## config.mk

```make
export PLATFORM = sky130hd
export DESIGN_NAME = mem_access_arbiter
export DESIGN_NICKNAME = d
export VERILOG_FILES = /design/src/rtl/mem_access_arbiter.sv
export SDC_FILE = /design/constraint.sdc
export NUM_CORES = 1
export LEC_CHECK = 0
export ABC_AREA = 1
export CAP_MARGIN = 20
export CORE_AREA = 2 2 128 130
export CTS_CLUSTER_SIZE = 12
export DETAILED_ROUTE_END_ITERATION = 16
export DIE_AREA = 0 0 130 132
export PLACE_DENSITY_LB_ADDON = 0.15
export SYNTH_ARGS = -nofsm -noshare
export SYNTH_HDL_FRONTEND = slang
export SYNTH_SLANG_ARGS = --single-unit
```

## constraint.sdc

```tcl
create_clock -name clk -period 3.7 [get_ports clk]
set_input_delay 0.555 -clock clk [delete_from_list [all_inputs] [get_ports clk]]
set_output_delay 0.555 -clock clk [all_outputs]
set_load 0.01 [all_outputs]
```

## src/rtl/mem_access_arbiter.sv

```systemverilog
`default_nettype none
// ============================================================================
// mem_access_arbiter: round-robin N-channel front end for one memory bank
// Rev 1.0 - read-response routing, misalignment flags, chip-enable gating
// ============================================================================
module mem_access_arbiter #(
  parameter int NUM_CH       = 4,
  parameter int DATA_W       = 16,
  parameter int ADDR_W       = 15,
  parameter int RD_LAT       = 2,
  parameter int IDLE_TIMEOUT = 16,
  parameter int WAKE_CYCLES  = 3
) (
  input  logic                       clk,
  input  logic                       rst,
  input  logic [NUM_CH-1:0]          ch_req_valid,
  output logic [NUM_CH-1:0]          ch_req_ready,
  input  logic [NUM_CH-1:0]          ch_req_write,
  input  logic [NUM_CH-1:0]          ch_req_double,
  input  logic [NUM_CH*ADDR_W-1:0]   ch_req_addr,
  input  logic [NUM_CH*2*DATA_W-1:0] ch_req_wdata,
  output logic [NUM_CH-1:0]          ch_rsp_valid,
  output logic [2*DATA_W-1:0]        ch_rsp_data,
  output logic [NUM_CH-1:0]          ch_addr_err,
  output logic                       mem_chip_en,
  output logic                       mem_en,
  output logic                       mem_write,
  output logic                       mem_double,
  output logic [ADDR_W-1:0]          mem_addr,
  output logic [2*DATA_W-1:0]        mem_wdata,
  input  logic [2*DATA_W-1:0]        mem_rdata
);

  localparam int C_CH_W    = (NUM_CH > 1) ? $clog2(NUM_CH) : 1;
  localparam int C_SUM_W   = C_CH_W + 1;
  localparam int C_CNT_MAX = (IDLE_TIMEOUT > WAKE_CYCLES) ? IDLE_TIMEOUT : WAKE_CYCLES;
  localparam int C_CNT_W   = $clog2(C_CNT_MAX + 1);

  typedef enum logic [1:0] {
    ST_ACTIVE = 2'd0,
    ST_SLEEP  = 2'd1,
    ST_WAKE   = 2'd2
  } state_t;

  state_t               state_q, state_d;
  logic [C_CNT_W-1:0]   cnt_q, cnt_d;
  logic [C_CH_W-1:0]    ptr_q, ptr_d;

  logic                 any_valid, found, grant_en, xfer, misalign, in_flight;
  logic [C_CH_W-1:0]    win;
  logic [C_SUM_W-1:0]   sum;

  logic                 sel_write, sel_double;
  logic [ADDR_W-1:0]    sel_addr;
  logic [2*DATA_W-1:0]  sel_wdata;

  logic                 mem_en_q, mem_write_q, mem_double_q;
  logic [ADDR_W-1:0]    mem_addr_q;
  logic [2*DATA_W-1:0]  mem_wdata_q;
  logic [NUM_CH-1:0]    err_q;

  // Read tag pipeline: stage 0 is the issue cycle, stage RD_LAT lines up with mem_rdata.
  logic [RD_LAT:0]              pv_q, pdbl_q, perr_q;
  logic [RD_LAT:0][C_CH_W-1:0]  pch_q;

  assign any_valid = |ch_req_valid;
  assign grant_en  = (state_q == ST_ACTIVE) && !rst;
  assign in_flight = |pv_q;

  always_comb begin
    found        = 1'b0;
    win          = '0;
    sum          = '0;
    ch_req_ready = '0;
    for (int k = 0; k < NUM_CH; k++) begin
      sum = {1'b0, ptr_q} + C_SUM_W'(k);
      if (sum >= C_SUM_W'(NUM_CH)) begin
        sum = sum - C_SUM_W'(NUM_CH);
      end
      if (!found && ch_req_valid[sum[C_CH_W-1:0]]) begin
        found = 1'b1;
        win   = sum[C_CH_W-1:0];
      end
    end
    if (found && grant_en) begin
      ch_req_ready[win] = 1'b1;
    end
  end

  assign xfer = found && grant_en;

  always_comb begin
    sel_write  = 1'b0;
    sel_double = 1'b0;
    sel_addr   = '0;
    sel_wdata  = '0;
    for (int k = 0; k < NUM_CH; k++) begin
      if (C_CH_W'(k) == win) begin
        sel_write  = ch_req_write[k];
        sel_double = ch_req_double[k];
        sel_addr   = ch_req_addr[k*ADDR_W +: ADDR_W];
        sel_wdata  = ch_req_wdata[k*2*DATA_W +: 2*DATA_W];
      end
    end
  end

  assign misalign = xfer && sel_double && sel_addr[0];

  always_ff @(posedge clk or posedge rst) begin
    if (rst) begin
      state_q <= ST_ACTIVE;
      cnt_q   <= '0;
      ptr_q   <= '0;
    end else begin
      state_q <= state_d;
      cnt_q   <= cnt_d;
      ptr_q   <= ptr_d;
    end
  end

  always_comb begin
    state_d     = state_q;
    cnt_d       = cnt_q;
    ptr_d       = ptr_q;
    mem_chip_en = (state_q != ST_SLEEP);
    if (xfer) begin
      ptr_d = (win == C_CH_W'(NUM_CH - 1)) ? '0 : win + 1'b1;
    end
    case (state_q)
      ST_ACTIVE: begin
        // A request on the expiry cycle counts as activity, so the bank stays up.
        if (any_valid || in_flight) begin
          cnt_d = '0;
        end else if (cnt_q == C_CNT_W'(IDLE_TIMEOUT - 1)) begin
          state_d = ST_SLEEP;
          cnt_d   = '0;
        end else begin
          cnt_d = cnt_q + 1'b1;
        end
      end
      ST_SLEEP: begin
        if (any_valid) begin
          state_d = ST_WAKE;
          cnt_d   = '0;
        end
      end
      ST_WAKE: begin
        if (cnt_q == C_CNT_W'(WAKE_CYCLES - 1)) begin
          state_d = ST_ACTIVE;
          cnt_d   = '0;
        end else begin
          cnt_d = cnt_q + 1'b1;
        end
      end
      default: begin
        state_d = ST_ACTIVE;
        cnt_d   = '0;
      end
    endcase
  end

  always_ff @(posedge clk or posedge rst) begin
    if (rst) begin
      mem_en_q     <= 1'b0;
      mem_write_q  <= 1'b0;
      mem_double_q <= 1'b0;
      mem_addr_q   <= '0;
      mem_wdata_q  <= '0;
      err_q        <= '0;
      pv_q         <= '0;
      pdbl_q       <= '0;
      perr_q       <= '0;
      pch_q        <= '0;
    end else begin
      mem_en_q     <= xfer && !misalign;
      mem_write_q  <= xfer && !misalign && sel_write;
      mem_double_q <= xfer && !misalign && sel_double;
      mem_addr_q   <= (xfer && !misalign) ? sel_addr : '0;
      if (xfer && !misalign && sel_write) begin
        mem_wdata_q <= sel_double ? sel_wdata : {{DATA_W{1'b0}}, sel_wdata[DATA_W-1:0]};
      end else begin
        mem_wdata_q <= '0;
      end
      err_q  <= err_q | (ch_req_ready & {NUM_CH{misalign}});
      pv_q   <= {pv_q[RD_LAT-1:0], xfer && !sel_write};
      pdbl_q <= {pdbl_q[RD_LAT-1:0], sel_double};
      perr_q <= {perr_q[RD_LAT-1:0], misalign};
      pch_q  <= {pch_q[RD_LAT-1:0], win};
    end
  end

  assign mem_en      = mem_en_q;
  assign mem_write   = mem_write_q;
  assign mem_double  = mem_double_q;
  assign mem_addr    = mem_addr_q;
  assign mem_wdata   = mem_wdata_q;
  assign ch_addr_err = err_q;

  // Misaligned reads never reached the bank, so they answer with zero data.
  always_comb begin
    ch_rsp_valid = '0;
    ch_rsp_data  = '0;
    if (pv_q[RD_LAT]) begin
      for (int k = 0; k < NUM_CH; k++) begin
        if (pch_q[RD_LAT] == C_CH_W'(k)) begin
          ch_rsp_valid[k] = 1'b1;
        end
      end
      if (!perr_q[RD_LAT]) begin
        ch_rsp_data = pdbl_q[RD_LAT] ? mem_rdata : {{DATA_W{1'b0}}, mem_rdata[DATA_W-1:0]};
      end
    end
  end

endmodule
`default_nettype wire

```

# After elaboration in Yosys (flattened, before gate mapping)
# Cells that the tools add are included.
# word_totals
register_bits	78
latch_bits	0
ram_bits	0
romBits	0
inputBits	234
output_inout_bits	95
wordCells	138
mem_count	0
# classes
addsub	9
multipliers	0
div	0
magnitude_cmp	10
eq_ne	16
n_shift	0
mux	61
bitwise_logic	2
reduce_logical	25
# ops
operator	count
two-way mux 32 bit	9
two-way mux 15 bit	5
two-way mux 2 bit	13
two-way mux 1 bit	21
two-way mux 5 bit	4
less-than comparator 2 x 3 -> 1 bit, second input constant	5
one-hot mux 5 bit (3 select lines)	1
logical AND 1 bit	12
>= comparator 3 bit, second input constant	3
binary-select mux 1 bit (select 2 bit)	4
== test 2 bit, second input constant	4
two-way mux 4 bit	2
subtractor 2 x 1 -> 2 bit, second input constant	4
adder 2 x 2 -> 3 bit, second input constant	2
zero test 1 bit	6
zero test 2 bit	3
inequality test 2 bit, second input constant	3
one-hot mux 2 bit (3 select lines)	1
adder 5 x 1 -> 5 bit, second input constant	1
== test 5 x 2 -> 1 bit, second input constant	1
== test 5 x 4 -> 1 bit, second input constant	1
AND 4 bit	1
== test 2 x 1 -> 1 bit, second input constant	2
== test 2 bit, first input constant	2
other kinds (12)	13

# Depth between registers and ports, before layout
# Gate-level depths: netlist (run 1).
# logic_depth
depth_word	25
mapped_depth	23
mapped_depth_nobuf	23

# Worst setup path after synthesis (run 1)
# No wires, ideal clock.
# synth_path
path_kind	input port to output port
startpoint	input ch_req_valid[3]
endpoint	output ch_req_ready[1]
arrival_ns	2.087
t_required_ns	3.145
slack_ns	1.058
cell_stages	15
path_buffers	3
path_cell_list	inv_1 -> nand2_1 -> nand3_1 -> nand2_1 -> nand2_1 -> nand2_1 -> nand2_1 -> nand2_1 -> nor2_1 -> ha_1 -> buf_6 -> buf_2 -> buf_2 -> nand2_1 -> inv_1
# synth_between
elab_chain_len	17
elab_cells_between_ends	29
cone_classes	2 x order compare; 19 x mux; 8 x reduce/logical
# synth_lines
element	line	source
from (decl)	16	input logic [NUM_CH-1:0] ch_req_valid,
binary-select mux 1 bit (select 2 bit)	80	if (!found && ch_req_valid[sum[C_CH_W-1:0]]) begin
two-way mux 1 bit (not written as such)	80	
two-way mux 1 bit	80	
zero test 1 bit	80	
logical AND 1 bit	80	
two-way mux 1 bit	80	
zero test 1 bit	80	
logical AND 1 bit	80	
[... 2 more ...]	-	
logical AND 1 bit	80	
two-way mux 2 bit *	80	
via win[0]	50	logic [C_CH_W-1:0] win;
less-than comparator 2 x 3 -> 1 bit (not written as such) or >= comparator 2 x 1 -> 1 bit (tied branches)	86	ch_req_ready[win] = 1'b1;
logical AND 1 bit (not written as such)	86	
two-way mux 1 bit (not written as such)	86	
demux 1 bit (select 2 bit) *	86	
two-way mux 4 bit *	85	if (found && grant_en) begin
to (decl)	17	output logic [NUM_CH-1:0] ch_req_ready,
# The timed path passes the listed nets; every way through them passes the cells marked *. The select of a mux whose other input is x is not followed.

# Final worst setup path (run 1)
# layout_path
startpoint	input ch_req_valid[3]
endpoint	output ch_req_ready[2]
# The elaborated chain is that of the path after synthesis.

==> key figures, run 1 <==
Layout
  • Multi-input logic area: 2400 sq um
  • Ratio of cells with drive above 1 in the final layout: 6.16%
  • Seq. cell area: 1950 sq um
  • Area Overhead vs Synth: 78.1%
  • Ant diodes: 0
  • Final core utilization: 54.1%
  • Final #Nets: 1,227
  • # fillers: 1,559

GRT
  • First-pass GRT wire length: 28,300 um
  • Vias in the first global route: 5,437
  • GRT Total Usage: 21.4%
  • Largest net degree at the start of global routing: 46
  • Initial antenna violation count: 0
  • Remaining global-route overflow: 0

Timing
  • Final setup viols: 0
  • TNS Setup: 0 ns
  • Final hold vios: 0
  • Max-slew violation count: 0
  • Final Skew: 0.00403 ns
  • Worst-Margin Slew: 0.892 ns
  • Slew margin rel.: 40.4%
  • Fmax achieved: 289 MHz
  • RSZ-0062 raised after global routing: no
  • Minimum clock period: 3.46 ns
  • Fin crit share: 93.5%

Detailed routing
  • DR vias: 5,468
  • Avg WL per Cell: 15.5 um
  • TritonRoute pass-1 iters: 4
  • Post-route ant nets: 0
  • DR iter-0 viols: 235
  • DRC: 0
  • Final WL: 18,700 um
  • Vias per cell: 4.53

Clock network
  • CTS Hold Bufs: 0
  • Post-cts sizing count: 0
  • # clock sinks: 78
  • CTS tree: built
  • Clock transition at path regs: 0.06 ns
  • Maximum buffer depth of the clock tree: 2
  • Clock Tree Root: clkbuf_16
  • Setup repair bufs after CTS: 0
  • Skew-Pair Late Insertion Delay: 0.33 ns
  • CTS H-tree depth: 3
  • Cts bufs inserted: 9

Power
  • Cell Pwr Density: 871 nW/um^2
  • Peak VDD IR: 0.620 mV
  • Leakage: 3.84 nW

Setup path
  • CP max FO: 5
  • Worst Path Required: 3.14 ns
  • CP Data Arrival Time: 2.90 ns
  • Startpoint types: input port
  • Crit Path Class: in -> out
  • Crit. End Element: output port

Synth
  • Post-synthesis mux area share: 0%
  • Count leader, synth: nand2_1
  • Yosys reg bits: 78
  • Async S/R FF share, synth: 100%
  • Avg Inst Size Synth: 7.11 sq um
  • Top cell type's share of synthesized area: 40.9%
  • Compound-cell area share of the yosys netlist: 18.4%
  • Largest family of logic cells by synthesized area: simple AND/OR/NAND/NOR gates
  • Post-synth net total: 914
  • Syn Inst Count: 672
  • Yosys top cell by area: dfrtp_1
  • Cell area after synthesis: 4770 sq um
  • Cell variety after synth: 35
  • Post-Synth Simple-Gate Area: 29.2%
  • Fraction of the mapped netlist area in adder cells: 2.10%
  • Area contributors post-synth: dfrtp_1 41%, nand2_1 17%, o21ai_0 6.6%, nor2_1 6.6%, a21oi_1 5.0%
  • Register area share after synthesis: 40.9%
  • Top_reg_cell synth: dfrtp_1
  • Number of flops mapped to enable cells by yosys: 0
  • Synth warn: 0
  • Synth Area in XOR/XNOR: 0.367%
  • Synth top cells by count: 212 x nand2_1, 84 x nor2_1, 78 x dfrtp_1

Die
  • Die H: 132 um
  • Die ar.: 17,200 sq um
  • Die Width: 130 um
  • Site row count: 46
  • Initial Util: 30.4%
  • CORE AREA: 15,700 sq um
  • I/O pins: 329

Placement
  • Post-detailed-placement half-perimeter wirelength: 15,100 um
  • RePlAce Congestion: 0.839
  • I/O Buffers: 328

Status
  • Status: finished, final reports clean

Worst hold path
  • HP Class: reg -> reg

Run
  • Max Cap Viol: 0
-- cell type report --
| class | instances | area share [%] |
|---|---|---|
| clock buffer | 10 | 2.81 |
| clock inverter | 6 | 0.441 |
| sequential | 78 | 22.9 |
| inverter | 54 | 2.40 |
| timing repair buffer | 344 | 40.0 |
| tap | 216 | 3.18 |
| multi-input combinational | 498 | 28.2 |
-- worst max-delay path, stage by stage --
cell and delay [ns]:
clkdlybuf4s50_1 0.42, inv_1 0.11, nand2_1 0.09, nand3_1 0.11, nand2_1 0.08, nor2_1 0.18, nand3_1 0.10, nand3_1 0.08
nand2_1 0.09, inv_1 0.12, ha_2 0.24, nand2_1 0.11, inv_1 0.08, clkdlybuf4s50_1 0.55
-- sequential cells by signal, summed over array words and instances, names as in the netlist --
| signal | cells |
|---|---|
| ch_addr_err | 4 |
| cnt_q | 5 |
| mem_addr | 15 |
| mem_double | 1 |
| mem_en | 1 |
| mem_wdata | 32 |
| mem_write | 1 |
| pch_q | 6 |
| pdbl_q | 3 |
| perr_q | 3 |
| ptr_q | 2 |
| pv_q | 3 |
| state_q | 2 |
-- kinds of logic (layout without fill, tap and decap cells) --
group / count (synthesis) / in the layout
AND/OR/NAND/NOR: 333 / 333
AO/OA/AOI/OAI: 155 / 155
buffers and inverters: 96 / 414
flip-flops: 78 / 78
adder cells (fa/ha/maj): 8 / 8
XOR/XNOR: 2 / 2
-- power breakdown --
group	internal [W]	switching, W	total [W]
Clock	0.000469	0.000345	0.000813
Combinational	0.00207	0.00331	0.00538
Sequential	0.00111	0.000113	0.00122
Total	0.00364	0.00377	0.00741
-- worst paths after layout --
path	startpoint	end	slack (ns)	depth (start not counted)
hold / removal	pdbl_q[0]$_DFF_PP0_	pdbl_q[1]$_DFF_PP0_	0.35	0
hold reg to reg	pdbl_q[0]$_DFF_PP0_	pdbl_q[1]$_DFF_PP0_	0.35	0
setup reg to reg	ptr_q[0]$_DFFE_PP0P_	mem_wdata[16]$_DFF_PP0_	0.57	17
setup / recovery	ch_req_valid[3]	ch_req_ready[2]	0.24	14
min in group asynchronous	rst	pch_q[2]$_DFF_PP0_	0.72	2
max in group asynchronous	rst	mem_wdata[11]$_DFF_PP0_	2.20	3
-- layer usage --
metal / track usage, % / vias up / routed length, um
li1: - / 2777 / -
met4: 6.81 / 0 / 438
met2: 39.6 / 244 / 9570
met1: 23.7 / 2419 / 7110
met3: 5.24 / 28 / 1610
met5: 0 / - / 0
-- cells in the final DEF (no fill, tap or decap), types with 2 or more instances in the layout --
master	instances
a21oi_1	48
a22oi_1	14
buf_4	16
clkbuf_16	9
clkdlybuf4s50_1	328
clkinv_2	4
clkinvlp_4	3
dfrtp_1	78
ha_1	5
ha_2	3
inv_1	48
inv_2	4
nand2_1	212
nand2_4	2
nand3_1	12
nand3_4	2
nor2_1	84
nor2_2	9
nor2_4	2
nor3_1	4
o211ai_1	16
o21ai_0	63
o21ai_1	7
o21bai_1	4
-- per-stage QoR --
| stage | total power [W] | instance area, sq um | worst slack (ns) | cells | hold WS, ns |
|---|---|---|---|---|---|
| floorplan | 0.00500 | 4770 | 1.06 | 672 | 0.331 |
| global placement | 0.00661 | 8230 | 0.306 | 1190 | 0.332 |
| detailed placement | 0.00664 | 8230 | 0.160 | 1190 | 0.336 |
| CTS | 0.00750 | 8510 | 0.250 | 1206 | 0.349 |
| global route | 0.00821 | 8510 | 0.0232 | 1206 | 0.363 |
| finish | 0.00741 | 8510 | 0.241 | 1206 | 0.350 |
Note: power is estimated with default switching activity, not from simulation.
==> run 2: changes to the inputs <==
--- a/config.mk
+++ b/config.mk
@@ -7,7 +7,7 @@
 export LEC_CHECK = 0
 export ABC_AREA = 1
 export CAP_MARGIN = 20
-export CORE_AREA = 2 2 128 130
+export CORE_AREA = 4 4 126 128
 export CTS_CLUSTER_SIZE = 12
 export DETAILED_ROUTE_END_ITERATION = 16
 export DIE_AREA = 0 0 130 132
==> key figures, run 2 (synthesized netlist as in run 1, its figures left out) <==
Timing
  • Max-slew violation count: 0 (unchanged)
  • RSZ-0062 raised after global routing: no (unchanged)
  • Fin crit share: 92.4% (was 93.5%)
  • Final setup viols: 0 (unchanged)
  • Final Skew: 0.00552 ns (was 0.00403 ns)
  • Slew margin rel.: 40.9% (was 40.4%)
  • Fmax achieved: 292 MHz (was 289 MHz)
  • Setup ws final: 0.280 ns (was 0.241 ns)
  • Worst-Margin Slew: 0.885 ns (was 0.892 ns)
  • Minimum clock period: 3.42 ns (was 3.46 ns)
  • Final hold vios: 0 (unchanged)
  • TNS Setup: 0 ns (unchanged)

Placement
  • Placed instance area: 8200 sq um (was 8230 sq um)
  • RePlAce Congestion: 0.838 (was 0.839)
  • I/O Buffers: 328 (unchanged)
  • Post-detailed-placement half-perimeter wirelength: 15,200 um (was 15,100 um)
  • DP Worst Slack: 0.121 ns (was 0.160 ns)

Die
  • CORE AREA: 14,900 sq um (was 15,700 sq um)
  • Die H: 132 um (unchanged)
  • Initial Util: 32.1% (was 30.4%)
  • Die Width: 130 um (unchanged)
  • Site row count: 45 (was 46)
  • Die ar.: 17,200 sq um (unchanged)
  • I/O pins: 329 (unchanged)

Detailed routing
  • Final WL: 18,500 um (was 18,700 um)
  • Avg WL per Cell: 15.8 um (was 15.5 um)
  • DR vias: 5,486 (was 5,468)
  • DRC: 0 (unchanged)
  • Vias per cell: 4.66 (was 4.53)
  • TritonRoute pass-1 iters: 4 (unchanged)
  • DR iter-0 viols: 231 (was 235)
  • Post-route ant nets: 0 (unchanged)

Setup path
  • CP max FO: 4 (was 5)
  • Crit Path Class: in -> out (unchanged)
  • CP top delay family: buffers and inverters (unchanged)
  • Worst path cell trace: clkdlybuf4s50_1, inv_1, nand2_1, nand3_1, nand2_1, nand2_1, nand2_1, nand2_1, nand2_1, nor2_1, inv_1, ha_1, nand2_1, inv_1, clkdlybuf4s50_1 (was clkdlybuf4s50_1, inv_1, nand2_1, nand3_1, nand2_1, nor2_1, nand3_1, nand3_1, nand2_1, inv_1, ha_2, nand2_1, inv_1, clkdlybuf4s50_1)
  • Crit. End Element: output port (unchanged)
  • Most used cell along the critical path: nand2_1 (unchanged)
  • Startpoint types: input port (unchanged)
  • Worst Path Required: 3.14 ns (about the same)
  • CP Buf/Inv Count: 5 (unchanged)
  • Slowest CP cell: clkdlybuf4s50_1 (unchanged)
  • CP Data Arrival Time: 2.87 ns (was 2.90 ns)
  • Largest stage delay on the critical path: 0.48 ns (was 0.55 ns)

GRT
  • Vias in the first global route: 5,263 (was 5,437)
  • Largest net degree at the start of global routing: 54 (was 46)
  • Remaining global-route overflow: 0 (unchanged)
  • GRT Total Usage: 20.7% (was 21.4%)
  • Initial antenna violation count: 0 (unchanged)
  • First-pass GRT wire length: 27,600 um (was 28,300 um)

Run
  • Max Cap Viol: 0 (unchanged)

Clock network
  • CTS H-tree depth: 3 (unchanged)
  • Setup repair bufs after CTS: 0 (unchanged)
  • Cts bufs inserted: 9 (unchanged)
  • Skew-Pair Late Insertion Delay: 0.33 ns (about the same)
  • Post-cts sizing count: 0 (unchanged)
  • CTS tree: built (unchanged)
  • Clock transition at path regs: 0.06 ns (about the same)
  • Clock Tree Root: clkbuf_16 (unchanged)
  • Maximum buffer depth of the clock tree: 2 (unchanged)
  • CTS Hold Bufs: 0 (unchanged)
  • # clock sinks: 78 (unchanged)

Layout
  • Commonest non-fill, non-tap cells in the layout: 328 x clkdlybuf4s50_1, 212 x nand2_1, 84 x nor2_1 (unchanged)
  • Ratio of cells with drive above 1 in the final layout: 5.86% (was 6.16%)
  • Max reg flops: 32 (unchanged)
  • Final #Nets: 1,226 (was 1,227)
  • Ant diodes: 0 (unchanged)
  • Fin area: 8490 sq um (was 8510 sq um)
  • # fillers: 1,447 (was 1,559)
  • Area Overhead vs Synth: 77.8% (was 78.1%)
  • Commonest non-fill, non-tap cell in the layout: clkdlybuf4s50_1 (unchanged)

Power
  • Cell Pwr Density: 874 nW/um^2 (was 871 nW/um^2)
  • Peak VDD IR: 0.523 mV (was 0.620 mV)
  • Leakage: 3.84 nW (about the same)

Worst hold path
  • HP Class: reg -> reg (unchanged)

Status
  • Status: finished, final reports clean (unchanged)
## run 2: worst paths after layout
check	cells past startpoint	slack, ns	endpoint	start
max in group asynchronous	3	2.41	mem_wdata[13]$_DFF_PP0_	rst
setup reg to reg	17	0.55	mem_wdata[31]$_DFF_PP0_	ptr_q[0]$_DFFE_PP0P_
min in group asynchronous	2	0.66	state_q[1]$_DFFE_PP0P_	rst
hold reg to reg	0	0.35	pdbl_q[2]$_DFF_PP0_	pdbl_q[1]$_DFF_PP0_
setup / recovery	15	0.28	ch_req_ready[0]	ch_req_valid[2]
hold / removal	0	0.35	pdbl_q[2]$_DFF_PP0_	pdbl_q[1]$_DFF_PP0_
## run 2: power breakdown
group	switching, W	leakage [nW]	total, W	internal [W]
registers	0.000112	1.04	0.00122	0.00111
logic	0.00327	2.67	0.00533	0.00206
clock network	0.000344	0.134	0.000864	0.000520
## run 2: cell type report
| cell class | instances | area, sq um | area share [%] |
|---|---|---|---|
| Timing Repair Buffer | 343 | 3410 | 40.2 |
| Multi-Input combinational cell | 498 | 2400 | 28.2 |
| Sequential cell | 78 | 1950 | 23.0 |
| Tap cell | 188 | 235 | 2.77 |
| Clock buffer | 10 | 229 | 2.70 |
| Inverter | 54 | 204 | 2.40 |
| Clock inverter | 6 | 62.6 | 0.737 |
## run 2: layer usage
metal	vias to the layer above	wire length, um	GRT usage, %
met3	12	1920	7.01
met5	-	0	0
met2	232	9730	38.4
met4	0	168	4.73
met1	2466	6730	22.5
li1	2776	-	-
## run 2: metrics by stage
step / utilization (%) / hold slack (ns) / std cells / total power (W)
CTS: 57.1 / 0.348 / 1177 / 0.00753
finish: 57.1 / 0.346 / 1177 / 0.00741
global placement: 55.1 / 0.331 / 1161 / 0.00658
global route: 57.1 / 0.356 / 1177 / 0.00819
detailed placement: 55.1 / 0.335 / 1161 / 0.00663
floorplan: - / 0.331 / 672 / 0.00500
==> run 3: changes to the inputs <==
--- a/config.mk
+++ b/config.mk
@@ -7,10 +7,11 @@
 export LEC_CHECK = 0
 export ABC_AREA = 1
 export CAP_MARGIN = 20
-export CORE_AREA = 4 4 126 128
+export CORE_AREA = 4 4 125 127
 export CTS_CLUSTER_SIZE = 12
 export DETAILED_ROUTE_END_ITERATION = 16
-export DIE_AREA = 0 0 130 132
+export DIE_AREA = 0 0 129 131
+export DONT_BUFFER_PORTS = 1
 export PLACE_DENSITY_LB_ADDON = 0.15
 export SYNTH_ARGS = -nofsm -noshare
 export SYNTH_HDL_FRONTEND = slang
==> key figures, run 3 (synthesized netlist as in run 1, its figures left out) <==
Detailed routing
  • DR iter-0 viols: 187 (was 231)
  • TritonRoute pass-1 iters: 5 (was 4)
  • DRC: 0 (unchanged)
  • Vias per cell: 5.25 (was 4.66)
  • Final WL: 16,500 um (was 18,500 um)
  • DR vias: 4,424 (was 5,486)
  • Avg WL per Cell: 19.6 um (was 15.8 um)
  • Post-route ant nets: 0 (unchanged)

Die
  • Die H: 131 um (was 132 um)
  • Die Width: 129 um (was 130 um)
  • CORE AREA: 14,400 sq um (was 14,900 sq um)
  • Site row count: 44 (was 45)
  • Initial Util: 33.1% (was 32.1%)
  • Die ar.: 16,900 sq um (was 17,200 sq um)
  • I/O pins: 329 (unchanged)

Layout
  • Max reg flops: 32 (unchanged)
  • Commonest non-fill, non-tap cell in the layout: nand2_1 (was clkdlybuf4s50_1)
  • Final #Nets: 892 (was 1,226)
  • Area Overhead vs Synth: 9.80% (was 77.8%)
  • Commonest non-fill, non-tap cells in the layout: 212 x nand2_1, 84 x nor2_1, 77 x dfrtp_1 (was 328 x clkdlybuf4s50_1, 212 x nand2_1, 84 x nor2_1)
  • Post-route insts no fill: 842 (was 1,177)
  • Ratio of cells with drive above 1 in the final layout: 8.40% (was 5.86%)
  • # fillers: 1,520 (was 1,447)

Setup path
  • CP Data Arrival Time: 2.83 ns (was 2.87 ns)
  • Crit Path Class: reg -> out (was in -> out)
  • CP max FO: 55 (was 4)
  • Crit. End Element: output port (unchanged)
  • Most used cell along the critical path: nand2_1 (unchanged)
  • Worst Path Required: 3.14 ns (about the same)
  • Slowest CP cell: dfrtp_2 (was clkdlybuf4s50_1)
  • Startpoint types: flop (was input port)
  • Worst path cell trace: clkinvlp_4, nand2_1, nand2_1, nand2_1, nand2_1, nor2_1, nand3_1, nand3_1, nand2_1, inv_1, ha_4, buf_12, nand2_1, inv_1 (was clkdlybuf4s50_1, inv_1, nand2_1, nand3_1, nand2_1, nand2_1, nand2_1, nand2_1, nand2_1, nor2_1, inv_1, ha_1, nand2_1, inv_1, clkdlybuf4s50_1)
  • Largest stage delay on the critical path: 0.48 ns (about the same)

Power
  • Cell Pwr Density: 1320 nW/um^2 (was 874 nW/um^2)
  • P_sw: 0.00366 W (was 0.00373 W)
  • Clock power share: 15.2% (was 11.7%)
  • Internal: 0.00324 W (was 0.00369 W)
  • Leakage: 2.61 nW (was 3.84 nW)
  • Peak VDD IR: 0.509 mV (was 0.523 mV)
  • Net Sw Frac: 53.0% (was 50.3%)
  • Flop pwr share: 19.7% (was 16.4%)
  • Gate power share: 65.1% (was 71.9%)

GRT
  • Met3 Resource Use GR: 5.37% (was 7.01%)
  • Most used routing layer: met2 (unchanged)
  • Vias in the first global route: 4,288 (was 5,263)
  • Grt met1 use: 20.5% (was 22.5%)
  • Largest net degree at the start of global routing: 56 (was 54)
  • Met2 Use GR: 32.6% (was 38.4%)
  • GRT Total Usage: 18.5% (was 20.7%)
  • First-pass GRT wire length: 23,500 um (was 27,600 um)
  • Remaining global-route overflow: 0 (unchanged)
  • Initial antenna violation count: 4 (was 0)

Clock network
  • Clock Tree Root: clkbuf_16 (unchanged)
  • Maximum buffer depth of the clock tree: 2 (unchanged)
  • CTS tree: built (unchanged)
  • Skew-Pair Late Insertion Delay: 0.34 ns (was 0.33 ns)
  • # clock sinks: 78 (unchanged)
  • Clock transition at path regs: 0.06 ns (about the same)
  • Cts bufs inserted: 9 (unchanged)
  • CTS Hold Bufs: 0 (unchanged)
  • CTS H-tree depth: 3 (unchanged)

Worst hold path
  • HP Class: in -> async (was reg -> reg)

Timing
  • Hold WS: 0.143 ns (was 0.346 ns)
  • Worst-Margin Slew: 0.803 ns (was 0.885 ns)
  • RSZ-0062 raised after global routing: no (unchanged)
  • Final setup viols: 0 (unchanged)
  • Fin crit share: 91.5% (was 92.4%)
  • Fmax achieved: 295 MHz (was 292 MHz)
  • Minimum clock period: 3.39 ns (was 3.42 ns)
  • Slew margin rel.: 46.4% (was 40.9%)
  • Final hold vios: 0 (unchanged)
  • Final Skew: 0.00805 ns (was 0.00552 ns)
  • TNS Setup: 0 ns (unchanged)
  • Max-slew violation count: 0 (unchanged)

Placement
  • RePlAce Congestion: 0.859 (was 0.838)
  • I/O Buffers: 0 (was 328)
  • Post-detailed-placement half-perimeter wirelength: 13,300 um (was 15,200 um)
  • # placed instances: 823 (was 1,161)

Status
  • Status: finished, final reports clean (unchanged)

Run
  • Max Cap Viol: 0 (unchanged)
-- run 3: changes by cell type in the layout (fill, tap and decap cells not counted), sizes merged, moves of 2 or more --
| cell | delta |
|---|---|
| bufinv | +2 |
| buf | -6 |
| clkdlybuf4s50 | -328 |
| clkinv | -2 |
| clkinvlp | -2 |
| diode | +3 |
-- run 3: path summary, 6_finish.rpt --
| check | cells past startpoint | end | slack (ns) | start |
|---|---|---|---|---|
| max | 14 | ch_req_ready[2] | 0.31 | ptr_q[0]$_DFFE_PP0P_ |
| max reg2reg | 18 | mem_wdata[5]$_DFF_PP0_ | 0.48 | ptr_q[0]$_DFFE_PP0P_ |
| min reg2reg | 0 | pch_q[3]$_DFF_PP0_ | 0.35 | pch_q[1]$_DFF_PP0_ |
| max in group asynchronous | 2 | ptr_q[0]$_DFFE_PP0P_ | 2.51 | rst |
| min | 1 | state_q[1]$_DFFE_PP0P_ | 0.14 | rst |
| min in group clk | 0 | pch_q[3]$_DFF_PP0_ | 0.35 | pch_q[1]$_DFF_PP0_ |
-- run 3: layout make-up --
type,instances,area (sq um),share of cell area (%)
clock buffer,11,253,4.82
antenna,3,7.51,0.143
multi-input combinational,498,2410,45.9
inverter,54,208,3.96
sequential,78,1950,37.3
tap,184,230,4.39
clock inverter,5,104,1.98
timing repair buffer,9,80.1,1.53
-- run 3: timing repair --
action | CTS | global route
setup buffers | 0 | 0
resized for setup | 0 | 3
setup endpoints to repair | 0 | 26
-- run 3: layer usage --
layer  up-vias  share of wire [%]
met5         -              0.079
met4         2                3.1
met3        34                8.0
met2       251                 52
met1      2018                 37
li1       2119                  -
-- run 3: worst max-delay path: cells and delay by family (launching register included) --
family	cells	cell delay (ns)
simple gates	9	0.93
fa+ha+maj	1	0.26
flops	1	0.48
buf+inv	4	0.75
-- run 3: metrics by stage --
step | setup slack, ns | utilization [%] | power, W | cell area (sq um)
after global routing | 0.0746 | 36.3 | 0.00765 | 5240
after floorplan | 1.06 | - | 0.00500 | 4770
after CTS | 0.0654 | 36.2 | 0.00696 | 5220
after global placement | 0.471 | 33.7 | 0.00580 | 4860
after detailed placement | 0.278 | 33.7 | 0.00589 | 4860
final | 0.315 | 36.3 | 0.00690 | 5240
-- run 3: power by group through the flow --
stage	clock (W)	sequential [W]	combinational, W
finish	0.00105	0.00136	0.00449
CTS	0.00108	0.00137	0.00450
floorplan	0	0.00127	0.00373
global placement	0	0.00138	0.00442
global route	0.00112	0.00139	0.00513
detailed placement	0	0.00138	0.00451
